**config.mk**
```make
export PLATFORM = sky130hd
export DESIGN_NAME = external_bus_master
export DESIGN_NICKNAME = d
export VERILOG_FILES = /design/src/rtl/ext_bus_pkg.sv /design/src/rtl/ext_bus_timeout.sv /design/src/rtl/external_bus_master.sv
export SDC_FILE = /design/constraint.sdc
export NUM_CORES = 1
export LEC_CHECK = 0
export BUFFER_PORTS_ARGS = -buffer_cell sky130_fd_sc_hd__clkbuf_2
export CAP_MARGIN = 20
export CORE_AREA = 3 3 83 85
export CTS_CLUSTER_SIZE = 16
export DETAILED_ROUTE_END_ITERATION = 10
export DIE_AREA = 0 0 86 88
export PLACE_DENSITY = 0.75
export REMOVE_ABC_BUFFERS = 1
export SYNTH_ARGS = -nofsm -noshare
export SYNTH_HDL_FRONTEND = slang
export SYNTH_HIERARCHICAL = 1
export SYNTH_SLANG_ARGS = --single-unit
```
**constraint.sdc**
```tcl
create_clock -name clk_clk -period 3.05 [get_ports clk_clk]
set_input_delay 0.305 -clock clk_clk [delete_from_list [all_inputs] [get_ports clk_clk]]
set_output_delay 0.305 -clock clk_clk [all_outputs]
set_load 0.005 [all_outputs]
```
**src/rtl/ext_bus_pkg.sv**
```systemverilog
// Shared types and constants for the 16-bit external bus master.
// Also holds the write lane packing used when a request is accepted.
package ext_bus_pkg;

    localparam int ADDR_W = 19;
    localparam int DATA_W = 16;
    localparam int BE_W   = 2;

    localparam logic [BE_W-1:0] BE_NONE = 2'b00;
    localparam logic [BE_W-1:0] BE_LO   = 2'b01;
    localparam logic [BE_W-1:0] BE_HI   = 2'b10;
    localparam logic [BE_W-1:0] BE_WORD = 2'b11;

    typedef enum logic [1:0] {
        IDLE    = 2'd0,
        ACCESS  = 2'd1,
        RESPOND = 2'd2
    } state_e;

    // Single-byte writes always travel on the low lane of write_data.
    function automatic logic [DATA_W-1:0] pack_write(input logic [BE_W-1:0]   be,
                                                     input logic [DATA_W-1:0] wd);
        logic [DATA_W-1:0] packed_v;
        case (be)
            BE_LO:   packed_v = {8'h00, wd[7:0]};
            BE_HI:   packed_v = {8'h00, wd[15:8]};
            BE_WORD: packed_v = wd;
            default: packed_v = 16'h0000;
        endcase
        return packed_v;
    endfunction

endpackage

```
**src/rtl/ext_bus_timeout.sv**
```systemverilog
// Saturating access-duration counter; expired_o flags the last allowed cycle.
// A LIMIT of 0 disables expiry entirely.
module ext_bus_timeout #(
    parameter int unsigned LIMIT = 255,
    parameter int unsigned W     = 8
) (
    input  logic clk_i,
    input  logic rst_ni,
    input  logic clear_i,
    input  logic en_i,
    output logic expired_o
);

    localparam int unsigned   LAST   = (LIMIT == 0) ? 0 : LIMIT - 1;
    localparam logic [W-1:0]  LAST_V = W'(LAST);
    localparam logic [W-1:0]  MAX_V  = {W{1'b1}};
    localparam logic [W-1:0]  ONE_V  = W'(1);

    logic [W-1:0] cnt_q, cnt_d;

    // Next count: clear wins, otherwise increment without wrapping.
    always_comb begin
        cnt_d = cnt_q;
        if (clear_i) begin
            cnt_d = '0;
        end else if (en_i && (cnt_q != MAX_V)) begin
            cnt_d = cnt_q + ONE_V;
        end else begin
            cnt_d = cnt_q;
        end
    end

    // Counter register.
    always_ff @(posedge clk_i or negedge rst_ni) begin
        if (!rst_ni) begin
            cnt_q <= '0;
        end else begin
            cnt_q <= cnt_d;
        end
    end

    assign expired_o = (LIMIT != 0) && (cnt_q == LAST_V);

endmodule

```
**src/rtl/external_bus_master.sv**
```systemverilog
// One-request-at-a-time initiator for the 16-bit external bus with timeout.
// Every output is a register loaded from the next-state decode.
module external_bus_master
    import ext_bus_pkg::*;
#(
    parameter int unsigned TIMEOUT_CYCLES = 255
) (
    input  logic              clk_clk,
    input  logic              reset_reset_n,
    input  logic              req_valid,
    output logic              req_ready,
    input  logic [ADDR_W-1:0] req_address,
    input  logic              req_rw,
    input  logic [BE_W-1:0]   req_byte_enable,
    input  logic [DATA_W-1:0] req_write_data,
    output logic              rsp_valid,
    output logic [DATA_W-1:0] rsp_read_data,
    output logic              rsp_error,
    output logic [ADDR_W-1:0] address,
    output logic              bus_enable,
    output logic [BE_W-1:0]   byte_enable,
    output logic              rw,
    output logic [DATA_W-1:0] write_data,
    input  logic              acknowledge,
    input  logic [DATA_W-1:0] read_data
);

    localparam int CNT_RAW = $clog2(TIMEOUT_CYCLES + 1);
    localparam int unsigned CNT_W = (CNT_RAW < 1) ? 1 : CNT_RAW;

    state_e              state_q, state_d;
    logic                req_ready_q, req_ready_d;
    logic                rsp_valid_q, rsp_valid_d;
    logic [DATA_W-1:0]   rsp_data_q, rsp_data_d;
    logic                rsp_error_q, rsp_error_d;
    logic [ADDR_W-1:0]   address_q, address_d;
    logic                bus_enable_q, bus_enable_d;
    logic [BE_W-1:0]     byte_enable_q, byte_enable_d;
    logic                rw_q, rw_d;
    logic [DATA_W-1:0]   write_data_q, write_data_d;
    logic                start_s, count_en_s, expired_s;

    ext_bus_timeout #(.LIMIT(TIMEOUT_CYCLES), .W(CNT_W)) u_timeout (
        .clk_i     (clk_clk),
        .rst_ni    (reset_reset_n),
        .clear_i   (start_s),
        .en_i      (count_en_s),
        .expired_o (expired_s)
    );

    assign count_en_s = (state_q == ACCESS) && !acknowledge && !expired_s;

    // Next-state and next-output decode; bus is parked as an idle read outside ACCESS.
    always_comb begin
        state_d       = state_q;
        address_d     = address_q;
        write_data_d  = write_data_q;
        bus_enable_d  = 1'b0;
        byte_enable_d = BE_NONE;
        rw_d          = 1'b1;
        rsp_data_d    = rsp_data_q;
        rsp_error_d   = rsp_error_q;
        start_s       = 1'b0;
        case (state_q)
            IDLE: begin
                if (req_valid && req_ready_q) begin
                    if (req_byte_enable != BE_NONE) begin
                        state_d       = ACCESS;
                        start_s       = 1'b1;
                        address_d     = req_address;
                        bus_enable_d  = 1'b1;
                        byte_enable_d = req_byte_enable;
                        rw_d          = req_rw;
                        if (!req_rw) begin
                            write_data_d = pack_write(req_byte_enable, req_write_data);
                        end else begin
                            write_data_d = write_data_q;
                        end
                    end else begin
                        state_d     = RESPOND;
                        rsp_error_d = 1'b1;
                        rsp_data_d  = 16'h0000;
                    end
                end else begin
                    state_d = IDLE;
                end
            end
            ACCESS: begin
                // Acknowledge is checked first so it beats a simultaneous expiry.
                if (acknowledge) begin
                    state_d     = RESPOND;
                    rsp_error_d = 1'b0;
                    rsp_data_d  = rw_q ? read_data : 16'h0000;
                end else if (expired_s) begin
                    state_d     = RESPOND;
                    rsp_error_d = 1'b1;
                    rsp_data_d  = 16'h0000;
                end else begin
                    state_d       = ACCESS;
                    bus_enable_d  = 1'b1;
                    byte_enable_d = byte_enable_q;
                    rw_d          = rw_q;
                end
            end
            RESPOND: begin
                state_d = IDLE;
            end
            default: begin
                state_d = IDLE;
            end
        endcase
    end

    assign req_ready_d = (state_d == IDLE);
    assign rsp_valid_d = (state_d == RESPOND);

    // State and output registers.
    always_ff @(posedge clk_clk or negedge reset_reset_n) begin
        if (!reset_reset_n) begin
            state_q       <= IDLE;
            req_ready_q   <= 1'b0;
            rsp_valid_q   <= 1'b0;
            rsp_data_q    <= 16'h0000;
            rsp_error_q   <= 1'b0;
            address_q     <= 19'h00000;
            bus_enable_q  <= 1'b0;
            byte_enable_q <= BE_NONE;
            rw_q          <= 1'b1;
            write_data_q  <= 16'h0000;
        end else begin
            state_q       <= state_d;
            req_ready_q   <= req_ready_d;
            rsp_valid_q   <= rsp_valid_d;
            rsp_data_q    <= rsp_data_d;
            rsp_error_q   <= rsp_error_d;
            address_q     <= address_d;
            bus_enable_q  <= bus_enable_d;
            byte_enable_q <= byte_enable_d;
            rw_q          <= rw_d;
            write_data_q  <= write_data_d;
        end
    end

    assign req_ready     = req_ready_q;
    assign rsp_valid     = rsp_valid_q;
    assign rsp_read_data = rsp_data_q;
    assign rsp_error     = rsp_error_q;
    assign address       = address_q;
    assign bus_enable    = bus_enable_q;
    assign byte_enable   = byte_enable_q;
    assign rw            = rw_q;
    assign write_data    = write_data_q;

endmodule

```
After elaboration in Yosys (flattened, before gate mapping) --
Cells that the tools add are included.
Operators by class: add/subtract/negate cells 1, eq/ne operators 10, mux-type cells 34, reduce and logical (&&, ||, !) cells 14, bitwise operators 1
Operators by type and width (number):
- two-way mux 16 bit | 5
- case mux 16 bit (3 select lines) | 1
- case mux 16 bit (2 select lines) | 1
- two-way mux 2 bit | 8
- two-way mux 8 bit | 2
- two-way mux 1 bit | 12
- adder 8 x 1 -> 8 bit, second input constant | 1
- equality test 8 bit, second input constant | 1
- != test 8 bit, second input constant | 1
- case mux 2 bit (2 select lines) | 2
- AND reduction 4 bit | 2
- equality test 2 bit, second input constant | 3
- case mux 1 bit (2 select lines) | 3
- nonzero test 2 bit | 3
- equality test 2 x 1 -> 1 bit, second input constant | 2
- logical AND 1 bit | 4
- zero test 2 bit | 2
- != test 2 bit, second input constant | 2
- != test 3 bit, second input constant | 1
- AND reduction 3 bit | 1
- zero test 1 bit | 2
- inverter 1 bit | 1
Word-level totals: flip-flop bits (word level) 68, output and inout port bits 58, word-level logic and storage cells 71, input port bits 58

Logic depth before layout (Yosys ltp) --
depth after elaboration 6, depth in mapped cells 9, depth with buffers taken out 8

Hierarchy --
Netlist, hierarchy kept.
Modules (own cells, without submodules):
- external_bus_master | seq. area each 1477.7 um2, instances 1, area an instance 2301.0 um2, cells an instance 150
- ext_bus_timeout | seq. area each 200.2 um2, instances 1, area an instance 495.5 um2, cells an instance 53

Worst setup path before layout --
OpenSTA, ideal clock, no wires.
kind reg2reg, start reg u_timeout.cnt_q[2], end reg u_timeout.cnt_q[7], path buffers 2, slack 0.657 ns, setup time 0.125 ns, data required time 2.925 ns, arrival 2.268 ns, cell stages (with the launch flop) 10, clock period less this slack 2.393 ns, path through dfrtp_1 > and3_1 > buf_4 > and3_1 > or2_2 > nor2b_1 > buf_2 > and3_1 > nand4_1 > mux2_4
Between the ends: cells in the longest elaborated chain, start to end 5, elaborated cells between the ends (all ways) 9, classes of those cells 1 x add/sub; 2 x eq/ne; 2 x mux; 4 x reduce/logical
Ends and longest elaborated chain:
- start: declaration | RTL line ext_bus_timeout.sv:19 | logic [W-1:0] cnt_q, cnt_d;
- start signal: assignment | RTL line ext_bus_timeout.sv:38 | cnt_q <= cnt_d;
- equality test 8 bit | RTL line ext_bus_timeout.sv:42 | assign expired_o = (LIMIT != 0) && (cnt_q == LAST_V);
- net expired_s | RTL line external_bus_master.sv:41 | logic start_s, count_en_s, expired_s;
- zero test 1 bit | RTL line external_bus_master.sv:51 | assign count_en_s = (state_q == ACCESS) && !acknowledge && !expired_s;
- logical AND 1 bit | RTL line external_bus_master.sv:51
- net count_en_s | RTL line external_bus_master.sv:41
- logical AND 1 bit | RTL line ext_bus_timeout.sv:26 | end else if (en_i && (cnt_q != MAX_V)) begin
- nonzero test 2 bit (no source line)
The timed path passes the listed nets, and every way through them passes these cells. The select of a mux whose other input is x is not followed. A chain may end at the register's enable or synchronous reset.

Worst setup path in the final report --
Ends and elaborated chain as after synthesis.

==> qor_table.md <==
| Metric | This run |
| --- | --- |
| Share of flip-flops with an asynchronous set or reset after synthesis | 1.000 |
| Worst setup EP type | flop |
| Fraction of the yosys area taken by sequential cells | 0.6000 |
| Worst reg2reg endpoint | u_timeout/cnt_q[7]$_DFFE_PN0P_ |
| Input/output buffers | 115 |
| Worst clock skew | 0.009290 ns |
| P&R area growth vs syn | 28.90% |
| Run status | completed |
| Weighted congestion at the end of routability-driven global placement | 0.8371 |
| YS warnings | 6 |
| Number of detailed-routing iterations run before antenna repair | 4 |
| Setup Buffers After CTS | 0 |
| Sequential cell area in the final layout | 1678 um^2 |
| Power Dens Cells | 903.8 nW/um^2 |
| Largest area contributor in the netlist | dfrtp_1 |
| Number of cells in the finished layout apart from fillers | 403 |
| Global routing usage on met2 | 0.2740 |
| Leading cell type by number of instances after synthesis | dfrtp_1 |
| Utilization after layout | 0.5742 |
| Buffering stage count on the worst path with inverters included | 0 |
| TritonCTS buffer count | 9 |
| Crit path max-delay cell type | dfrtp_1 |
| Max-cap violation count | 0 |
| PnR worst setup slack | 0.8059 ns |
| Clock tree from TritonCTS | yes |
| Clock net sink count | 67 |
| Antenna Cells | 0 |
| Placement-stage worst setup slack | 0.8297 ns |
| Number of pins with negative max-slew slack in the final report | 0 |
| Via count of the first global-routing pass | 2,168 |
| Fill cell total of the finished layout | 550 |
| Setup repair after global routing missed its margin | no |
| Relative slew margins | 0.6001 |
| Largest fanout of any net on the critical path | 7 |
| Residual DRC | 0 |
| WP data arrival | 2.46 ns |
| Reg clk slew, reported paths | 0.07 ns |
| Placeable core region | 6277 um^2 |
| Number of vias per cell after detailed routing | 5.275 |
| Nets | 382 |
| Antenna violation net count after detailed routing | 0 |
| Number of flops mapped to enable cells by yosys | 0 |
| First-pass GRT wire length | 10,230 um |
| R2r worst-path depth | 7 |
| DPL Wire Length | 4494 um |
| Die outline area | 7568 um^2 |
| Critical Path, Cell by Cell | and3_1 > and3_1 > or2_2 > nor2b_1 > and3_1 > nand4_1 > mux2_4 |
| Starting density of the core | 0.4455 |
| Standard-cell row count | 29 |
| Leakage power | 1.859 nW |
| Die extent in y | 88 um |
| Number of hold violations in the final report | 0 |
| Critical Path Source Type | flop |
| Critical Path Start | u_timeout/cnt_q[2]$_DFFE_PN0P_ |
| Max VDD drop | 0.5497 mV |
| Master cell of the clock root buffer | clkbuf_8 |
| WP data required | 3.26 ns |
| Sum of negative setup slack | 0 ns |
| Antenna violations before repair | 0 |
| Global Route Usage Sum | 0.1716 |
| Number of gates on the worst path with buffers counted | 7 |
| Total via count in the routed design | 2,126 |
| Largest cells by area after synthesis | dfrtp_1, mux2_2, a22o_1 |
| Clock latency on the worst-skew pair | 0.33 ns |
| Syn Inst Count | 203 |
| WS Path Type | reg2reg |
| Worst Hold Margin | 0.1831 ns |
| Setup violations, final | 0 |
| Placed Cells incl. Taps | 387 |
| Reg-to-reg startpoint | u_timeout/cnt_q[2]$_DFFE_PN0P_ |
| Synthesized flop and latch total | 67 |
| Period utilisation layout | 0.7358 |
| Remaining global-route overflow | 0 |
| Die W | 86 um |
| I/O Pins | 116 |
| Min Tclk post-route | 2.244 ns |
| Cell family contributing the most delay on the critical path | simple AND/OR/NAND/NOR gates |
| Clock buffer depth | 2 |
| Routed wire length | 6172 um |
| Type of the worst min-delay path | in2reg |
| GR Layer Usage met3 | 0.05080 |
| Number of violations reported at the end of detailed-routing iteration 0 | 64 |
| Post-DP Area | 3436 um^2 |
| Combined area of the multi-input logic cells | 1026 um^2 |
| Design Power | 3.258 mW |
| End of the critical path | u_timeout/cnt_q[7]$_DFFE_PN0P_ |
| Fmax | 0.4456 GHz |
| H-tree depth | 3 |
| Largest net degree at the start of global routing | 31 |
| Most frequent cell on the critical path | and3_1 |
| Met1 routing resource usage after global routing | 0.2184 |
| Final cell area excluding filler cells | 3605 um^2 |
| Wirelength per Cell | 15.32 um |
| Count of cell types in the netlist | 39 |
| Crit path largest cell delay | 0.45 ns |
| Most common flop cell mapped by yosys | dfrtp_1 |
| Worst reg-to-reg setup slack | 0.81 ns |
| Post-Synthesis Mean Instance Area | 13.78 um^2 |
| Cell area after technology mapping | 2796 um^2 |
| Slew of the pin with the lowest slew margin | 0.5986 ns |
| Share of cells above drive strength 1 | 0.5307 |
| Fraction of post-synthesis cell area in the top cell type by area | 0.5906 |
| GRT busiest layer | met2 |
| Most numerous cell types in the synthesized netlist | dfrtp_1, a22o_1, mux2_2 |
[registers in the layout, summed over array words and instances, names as in the netlist]
| signal | count |
|---|---|
| address | 19 |
| byte_enable | 2 |
| req_ready | 1 |
| rsp_error | 1 |
| rsp_read_data | 16 |
| rsp_valid | 1 |
| rw | 1 |
| state_q | 2 |
| u_timeout/cnt_q | 8 |
| write_data | 16 |
[cells by family (layout without fill, tap and decap cells)]
group / count (synthesis) / in the layout / share of synthesized area
multiplexers: 29 / 29 / 0.1181
AO/OA/AOI/OAI: 49 / 49 / 0.1490
AND/OR/NAND/NOR: 36 / 36 / 0.08994
buffers and inverters: 20 / 143 / 0.03400
adder cells (fa/ha/maj): 2 / 2 / 0.008947
flip-flops: 67 / 67 / 0.6000
[worst min path at each step]
stage	endpoint	slack [ns]	startpoint	depth (start not counted)
2_1_floorplan	address[0]$_DFFE_PN0P_	0.009	reset_reset_n	0
3_3_place_gp	write_data[4]$_DFFE_PN0P_	0.21	reset_reset_n	1
5_1_grt	rsp_read_data[15]$_DFFE_PN0P_	0.18	read_data[15]	2
3_5_place_dp	write_data[4]$_DFFE_PN0P_	0.21	reset_reset_n	1
6_report	rsp_read_data[1]$_DFFE_PN0P_	0.18	read_data[1]	2
4_1_cts	rsp_read_data[1]$_DFFE_PN0P_	0.17	read_data[1]	2
[placed cells by master (no fill, tap or decap), types with 2 or more instances in the layout]
| master | count |
|---|---|
| ha_1 | 2 |
| clkinv_2 | 3 |
| mux2_2 | 27 |
| nand4_1 | 2 |
| nor3_1 | 4 |
| nor2_2 | 2 |
| dfrtp_1 | 66 |
| and3_1 | 5 |
| nor2b_1 | 3 |
| clkbuf_8 | 9 |
| clkbuf_2 | 114 |
| inv_1 | 8 |
| or2_2 | 2 |
| buf_4 | 4 |
| nand3_1 | 4 |
| nor2_1 | 3 |
| a21oi_1 | 6 |
| nand2_1 | 2 |
| a22o_1 | 34 |
| a211oi_1 | 2 |
[what timing repair did]
action,4_1_cts,5_1_grt
hold buffers,1,0
endpoints found under the hold margin,12,0
resized for setup,0,0
endpoints found under the setup margin,0,0
[cell type report]
class / count / area share
Timing Repair Buffer: 120 / 0.1708
Sequential cell: 67 / 0.4655
Clock buffer: 10 / 0.03540
Inverter: 8 / 0.008330
Multi-Input combinational cell: 116 / 0.2846
Clock inverter: 5 / 0.008678
Tap cell: 77 / 0.02673
[report_power, final]
| part | internal [mW] | leakage, nW | switching, mW | total (mW) |
|---|---|---|---|---|
| logic | 0.660 | 0.931 | 0.487 | 1.15 |
| clock network | 0.287 | 0.0819 | 0.317 | 0.605 |
| registers | 1.28 | 0.846 | 0.226 | 1.51 |
| total | 2.23 | 1.86 | 1.03 | 3.26 |
[routing by layer]
metal  part of all wire  wire, um  vias up
met2               0.48      2968       80
met3              0.076       469        8
li1                   -         -      998
met5                  0         0        -
met4              0.013        78        0
met1               0.43      2656     1040
No activity file was read; power rests on OpenSTA's default activity.
